--- src/rtl/vga_timing_gen_if.sv ---
// Video raster bundle: syncs, data-enable, coordinates, strobes and frame count.
// The generator drives it through the master modport; sinks read through slave.
interface vga_timing_gen_if #(
    parameter int COORD_W = 12,
    parameter int FRAME_W = 8
);
    logic               o_hsync;
    logic               o_vsync;
    logic               o_de;
    logic [COORD_W-1:0] o_x;
    logic [COORD_W-1:0] o_y;
    logic               o_sof;
    logic               o_eol;
    logic [FRAME_W-1:0] o_frame;

    modport master (
        output o_hsync, o_vsync, o_de, o_x, o_y, o_sof, o_eol, o_frame
    );

    modport slave (
        input  o_hsync, o_vsync, o_de, o_x, o_y, o_sof, o_eol, o_frame
    );
endinterface

--- src/rtl/vga_timing_gen.sv ---
// Parametrised VGA raster timing generator in the pixel clock domain.
// Free-running h/v counters are decoded into syncs, data-enable, coordinates
// and strobes, all registered together so every output carries the same
// one-cycle latency. i_run (PLL lock) parks the raster at its origin.
module vga_timing_gen #(
    parameter int H_ACTIVE   = 800,
    parameter int H_FRONT    = 40,
    parameter int H_SYNC     = 128,
    parameter int H_BACK     = 88,
    parameter int V_ACTIVE   = 600,
    parameter int V_FRONT    = 1,
    parameter int V_SYNC     = 4,
    parameter int V_BACK     = 23,
    parameter bit H_SYNC_POL = 1'b0,
    parameter bit V_SYNC_POL = 1'b0,
    parameter int COORD_W    = 12,
    parameter int FRAME_W    = 8
) (
    input  logic              i_clock,
    input  logic              i_reset,
    input  logic              i_run,
    vga_timing_gen_if.master  vid
);

    localparam int H_TOTAL = H_ACTIVE + H_FRONT + H_SYNC + H_BACK;
    localparam int V_TOTAL = V_ACTIVE + V_FRONT + V_SYNC + V_BACK;

    // Refuse to elaborate a mode that cannot be represented.
    if (H_ACTIVE < 1 || H_FRONT < 1 || H_SYNC < 1 || H_BACK < 1 ||
        V_ACTIVE < 1 || V_FRONT < 1 || V_SYNC < 1 || V_BACK < 1 ||
        COORD_W < 1 || FRAME_W < 1) begin : g_bad_param
        $error("vga_timing_gen: every timing and width parameter must be at least 1");
    end
    if ((longint'(H_TOTAL) - 1) >= (longint'(1) << COORD_W) ||
        (longint'(V_TOTAL) - 1) >= (longint'(1) << COORD_W)) begin : g_bad_width
        $error("vga_timing_gen: H_TOTAL-1 or V_TOTAL-1 does not fit in COORD_W");
    end

    // Decode boundaries, pre-sized to the counter width.
    localparam logic [COORD_W-1:0] H_LAST     = COORD_W'(H_TOTAL - 1);
    localparam logic [COORD_W-1:0] H_ACT      = COORD_W'(H_ACTIVE);
    localparam logic [COORD_W-1:0] H_ACT_LAST = COORD_W'(H_ACTIVE - 1);
    localparam logic [COORD_W-1:0] HS_START   = COORD_W'(H_ACTIVE + H_FRONT);
    localparam logic [COORD_W-1:0] HS_END     = COORD_W'(H_ACTIVE + H_FRONT + H_SYNC);
    localparam logic [COORD_W-1:0] V_LAST     = COORD_W'(V_TOTAL - 1);
    localparam logic [COORD_W-1:0] V_ACT      = COORD_W'(V_ACTIVE);
    localparam logic [COORD_W-1:0] VS_START   = COORD_W'(V_ACTIVE + V_FRONT);
    localparam logic [COORD_W-1:0] VS_END     = COORD_W'(V_ACTIVE + V_FRONT + V_SYNC);

    localparam bit HS_IDLE = !H_SYNC_POL;
    localparam bit VS_IDLE = !V_SYNC_POL;

    // Raster counters and completed-frame count.
    logic [COORD_W-1:0] h_q, h_d;
    logic [COORD_W-1:0] v_q, v_d;
    logic [FRAME_W-1:0] fcnt_q, fcnt_d;

    // Registered outputs.
    logic               hsync_q, hsync_d;
    logic               vsync_q, vsync_d;
    logic               de_q, de_d;
    logic [COORD_W-1:0] x_q, x_d;
    logic [COORD_W-1:0] y_q, y_d;
    logic               sof_q, sof_d;
    logic               eol_q, eol_d;
    logic [FRAME_W-1:0] frame_q, frame_d;

    logic h_wrap;
    logic v_wrap;
    logic h_vis;
    logic v_vis;
    logic hs_act;
    logic vs_act;

    // Next-state: advance the raster and decode the current (h,v) into outputs.
    always_comb begin
        // NOTE: every signal gets a default before any branch so no path
        // leaves it unassigned; otherwise a latch would be inferred.
        h_d     = h_q;
        v_d     = v_q;
        fcnt_d  = fcnt_q;
        hsync_d = HS_IDLE;
        vsync_d = VS_IDLE;
        de_d    = 1'b0;
        x_d     = '0;
        y_d     = '0;
        sof_d   = 1'b0;
        eol_d   = 1'b0;
        frame_d = frame_q;

        h_wrap  = (h_q == H_LAST);
        v_wrap  = (v_q == V_LAST);
        h_vis   = (h_q < H_ACT);
        v_vis   = (v_q < V_ACT);
        hs_act  = (h_q >= HS_START) && (h_q < HS_END);
        vs_act  = (v_q >= VS_START) && (v_q < VS_END);

        if (i_run) begin
            h_d = h_wrap ? '0 : h_q + COORD_W'(1);
            if (h_wrap) begin
                v_d = v_wrap ? '0 : v_q + COORD_W'(1);
                if (v_wrap) begin
                    fcnt_d = fcnt_q + FRAME_W'(1);
                end
            end

            hsync_d = hs_act ? H_SYNC_POL : HS_IDLE;
            vsync_d = vs_act ? V_SYNC_POL : VS_IDLE;
            de_d    = h_vis && v_vis;
            x_d     = h_q;
            y_d     = v_q;
            sof_d   = (h_q == '0) && (v_q == '0);
            eol_d   = (h_q == H_ACT_LAST) && v_vis;
            frame_d = fcnt_q;
        end else begin
            // Park at the origin; the frame count and o_frame hold.
            h_d = '0;
            v_d = '0;
        end
    end

    // State register: synchronous reset wins over the run gate.
    always_ff @(posedge i_clock) begin
        // NOTE: sequential state uses non-blocking assignments so every
        // register samples the pre-edge values and the outputs stay aligned.
        if (i_reset) begin
            h_q     <= '0;
            v_q     <= '0;
            fcnt_q  <= '0;
            hsync_q <= HS_IDLE;
            vsync_q <= VS_IDLE;
            de_q    <= 1'b0;
            x_q     <= '0;
            y_q     <= '0;
            sof_q   <= 1'b0;
            eol_q   <= 1'b0;
            frame_q <= '0;
        end else begin
            h_q     <= h_d;
            v_q     <= v_d;
            fcnt_q  <= fcnt_d;
            hsync_q <= hsync_d;
            vsync_q <= vsync_d;
            de_q    <= de_d;
            x_q     <= x_d;
            y_q     <= y_d;
            sof_q   <= sof_d;
            eol_q   <= eol_d;
            frame_q <= frame_d;
        end
    end

    assign vid.o_hsync = hsync_q;
    assign vid.o_vsync = vsync_q;
    assign vid.o_de    = de_q;
    assign vid.o_x     = x_q;
    assign vid.o_y     = y_q;
    assign vid.o_sof   = sof_q;
    assign vid.o_eol   = eol_q;
    assign vid.o_frame = frame_q;

endmodule

--- src/flat_wrapper.sv ---
// flat-port wrapper written by rule: the top's interface ports become plain ports
module vga_timing_gen_flat 
#(
    parameter int H_ACTIVE   = 800,
    parameter int H_FRONT    = 40,
    parameter int H_SYNC     = 128,
    parameter int H_BACK     = 88,
    parameter int V_ACTIVE   = 600,
    parameter int V_FRONT    = 1,
    parameter int V_SYNC     = 4,
    parameter int V_BACK     = 23,
    parameter bit H_SYNC_POL = 1'b0,
    parameter bit V_SYNC_POL = 1'b0,
    parameter int COORD_W    = 12,
    parameter int FRAME_W    = 8
)
  (i_clock, i_reset, i_run, vid_o_hsync, vid_o_vsync, vid_o_de, vid_o_x, vid_o_y, vid_o_sof, vid_o_eol, vid_o_frame);
  vga_timing_gen_if #(.COORD_W(COORD_W), .FRAME_W(FRAME_W)) vid_i ();
  input  logic i_clock;
  input  logic i_reset;
  input  logic i_run;
  output wire logic [$bits(vid_i.o_hsync)-1:0] vid_o_hsync;
  output wire logic [$bits(vid_i.o_vsync)-1:0] vid_o_vsync;
  output wire logic [$bits(vid_i.o_de)-1:0] vid_o_de;
  output wire logic [$bits(vid_i.o_x)-1:0] vid_o_x;
  output wire logic [$bits(vid_i.o_y)-1:0] vid_o_y;
  output wire logic [$bits(vid_i.o_sof)-1:0] vid_o_sof;
  output wire logic [$bits(vid_i.o_eol)-1:0] vid_o_eol;
  output wire logic [$bits(vid_i.o_frame)-1:0] vid_o_frame;
  assign vid_o_hsync = vid_i.o_hsync;
  assign vid_o_vsync = vid_i.o_vsync;
  assign vid_o_de = vid_i.o_de;
  assign vid_o_x = vid_i.o_x;
  assign vid_o_y = vid_i.o_y;
  assign vid_o_sof = vid_i.o_sof;
  assign vid_o_eol = vid_i.o_eol;
  assign vid_o_frame = vid_i.o_frame;
  vga_timing_gen #(.H_ACTIVE(H_ACTIVE), .H_FRONT(H_FRONT), .H_SYNC(H_SYNC), .H_BACK(H_BACK), .V_ACTIVE(V_ACTIVE), .V_FRONT(V_FRONT), .V_SYNC(V_SYNC), .V_BACK(V_BACK), .H_SYNC_POL(H_SYNC_POL), .V_SYNC_POL(V_SYNC_POL), .COORD_W(COORD_W), .FRAME_W(FRAME_W)) u_core (.i_clock(i_clock), .i_reset(i_reset), .i_run(i_run), .vid(vid_i));
endmodule
--- config.mk ---
export PLATFORM = sky130hd
export DESIGN_NAME = vga_timing_gen_flat
export DESIGN_NICKNAME = d
export VERILOG_FILES = /design/src/rtl/vga_timing_gen_if.sv /design/src/rtl/vga_timing_gen.sv /design/src/flat_wrapper.sv
export SDC_FILE = /design/constraint.sdc
export NUM_CORES = 1
export LEC_CHECK = 0
export BUFFER_PORTS_ARGS = -buffer_cell sky130_fd_sc_hd__buf_2
export CORE_MARGIN = 3
export CORE_UTILIZATION = 40
export CTS_CLUSTER_DIAMETER = 60
export DETAILED_ROUTE_END_ITERATION = 6
export PLACE_DENSITY_LB_ADDON = 0.25
export SETUP_SLACK_MARGIN = 0.15
export SYNTH_ARGS = -nofsm -noshare
export SYNTH_HDL_FRONTEND = slang
export SYNTH_SLANG_ARGS = --single-unit
--- constraint.sdc ---
create_clock -name i_clock -period 3.5 [get_ports i_clock]
set_input_delay 0.525 -clock i_clock [delete_from_list [all_inputs] [get_ports i_clock]]
set_output_delay 0.525 -clock i_clock [all_outputs]
set_load 0.005 [all_outputs]
==> results.cfg <==
[critical_path]
critPathKind = flip-flop to flip-flop
r2r_cells = 4
cp-end-kind = flip-flop
cp_data_required_time_ps = 3770
critPathLaunchType = flip-flop
critPathMaxFanout = 20
worst_ep_arrival_time_ps = 2730

[synthesis]
synth_top_area_share = 0.494
seq_area_frac_synth = 0.494
syn-cell-area_mm2 = 0.00280
synth_compound_area_frac = 0.0877
yosysMostFrequentCell = dfxtp_1
synthesis.nets = 308
synthDistinctLibCells = 41
syn_inst = 298
ys_top_cells_by_count = dfxtp_1, nor2_1, and2_1
synth_top_family_by_area = simple AND/OR/NAND/NOR gates
synth-main-ff-cell = dfxtp_1
yosys.area.top_type = dfxtp_1
synth_edf_count = 0
synthMuxAreaShare = 0.0358
synthSimpleGateAreaFrac = 0.269
synthXorXnorAreaFrac = 0.0407
syn_area_per_cell_um2 = 9.38
async_flop_share = 0
synth_fa_ha_area_frac = 0.0313
synth_warnings = 0
synth.top_cells.by_area = dfxtp_1, and2_1, nor2_1, mux2i_1, ha_1
synth-seq-cells = 69

[timing]
finClkSkew_ps = 8.87
fin_setup_tns_ps = 0
maxSlewHeadroom = 0.485
drv_slew = 0
setup_viol = 0
fin_crit_sh = 0.702
fin_hold_ws_ps = 462
rsz0062_at_grt = no
tightest_slew_ps = 766
fmax_mhz = 407
min_period_ps = 2460
final_hold_viol_count = 0

[drt]
final_antenna_net_count = 0
wl_um = 5690
vias = 2207
first_iter_violations = 92
first_pass_iters = 4
viasPerCell = 5.16
drc = 0
routedWlPerCell_um = 13.3

[clock_tree]
cts.clk_slew.worst_paths_ps = 80
cts_tree = done
clock_path_buffers = 2
hold_buffers = 0
cts.sinks = 69
clk_latency_ps = 350
h-tree-depth = 3
cts-buffers-inserted = 9
root_buffer = clkbuf_8
cts-resized-gates = 0
cts_setup_buffers = 0

[grt]
track_usage = 0.158
grt_max_degree = 25
grt_pass1_wl_um = 9610
antenna_found_initial = 0
grt_overflow = 0
grt_pass1_vias = 1972

[final_layout]
nNetsFinal = 340
layout-drive-gt1-share = 0.188
multi_input_area_mm2 = 0.00130
final_cell_area_mm2 = 0.00326
fillers = 643
syn_to_final_growth_pct = 16.7
fin_cells = 428
antenna_cells = 0
seqCellArea_mm2 = 0.00138

[place]
dp_hpwl_um = 3790
dp_cells = 412
placed_area_mm2 = 0.00304
globalplace.congestion = 0.804
port_buffers = 39

[die]
start_util = 0.426
die_h_um = 89.6
ioPinCount = 40
fp-row-count = 29
die_w_um = 89.6
core_mm2 = 0.00657
die_area_mm2 = 0.00803

[pwr]
power.leakage_nw = 1.30
irDropWorstVdd_v = 0.000287
p_total_mw = 1.54
power.density_mw_per_mm2 = 471

[job]
maxCapViolations = 0

[hold_path]
hold-path-cell-count = 1
hp-class = flip-flop to flip-flop

[status]
status = finished clean
## critical path, stage by stage (launching register included)
cell,delay (ps)
dfxtp_1,370
or3_1,410
or4_1,840
or4_1,600
a21oi_1,160
## kinds of logic (layout without fill, tap and decap cells)
family,count (synthesis),in the layout
multiplexers,10,10
flip-flops,69,69
AO/OA/AOI/OAI,39,39
buffers and inverters,28,65
AND/OR/NAND/NOR,132,132
XOR/XNOR,13,13
adder cells (fa/ha/maj),7,7
## final cells by class
type,count,share of cell area
timing repair buffer,41,0.0645
tap,93,0.0357
clock buffer,10,0.0422
multi-input combinational,201,0.398
sequential,69,0.424
inverter,8,0.00921
clock inverter,6,0.0265
## report_power, final
group | switching (mW) | internal, mW | leakage, nW | total [mW]
Clock | 0.299 | 0.419 | 0.112 | 0.718
Combinational | 0.0201 | 0.00932 | 0.636 | 0.0294
Sequential | 0.00127 | 0.787 | 0.556 | 0.789
## metrics by stage
| step | worst slack [ps] | util |
|---|---|---|
| after detailed placement | 1070 | 0.462 |
| after global placement | 1120 | 0.462 |
| after CTS | 1030 | 0.496 |
| after floorplan | 1290 | - |
| after global routing | 923 | 0.496 |
| final | 1040 | 0.496 |
## cells in the final DEF (no fill, tap or decap), types with 12 or more instances in the layout
master | synthesis | final
a21oi_1 | 17 | 17
and2_1 | 20 | 20
buf_2 | 2 | 39
dfxtp_1 | 69 | 69
nand2_1 | 13 | 13
nand4_1 | 12 | 12
nor2_1 | 31 | 31
## flip-flops by register name, indices dropped and copies added (netlist names)
signal and cells:
u_core.vid.o_frame 8, u_core.v_q 12, u_core.vid.o_hsync 1, u_core.vid.o_sof 1, u_core.vid.o_vsync 1, u_core.h_q 12
u_core.vid.o_y 12, u_core.vid.o_eol 1, u_core.vid.o_x 12, u_core.fcnt_q 8, u_core.vid.o_de 1
## worst paths after layout
path	startpoint	slack, ps	to
min reg2reg	u_core.h_q[0]$_SDFF_PP0_	460	u_core.h_q[0]$_SDFF_PP0_
max reg2reg	u_core.v_q[8]$_SDFFE_PP0P_	1040	u_core.fcnt_q[6]$_SDFFE_PP0P_
max	u_core.v_q[8]$_SDFFE_PP0P_	1040	u_core.fcnt_q[6]$_SDFFE_PP0P_
min	u_core.h_q[0]$_SDFF_PP0_	460	u_core.h_q[0]$_SDFF_PP0_
## routing by layer
layer,track usage,part of all wire,vias up
li1,-,-,1128
met1,0.208,0.48,1017
met2,0.233,0.44,48
met3,0.0465,0.051,14
met4,0.0839,0.027,0
met5,0,0,-
(Power assumes the default switching activity.)
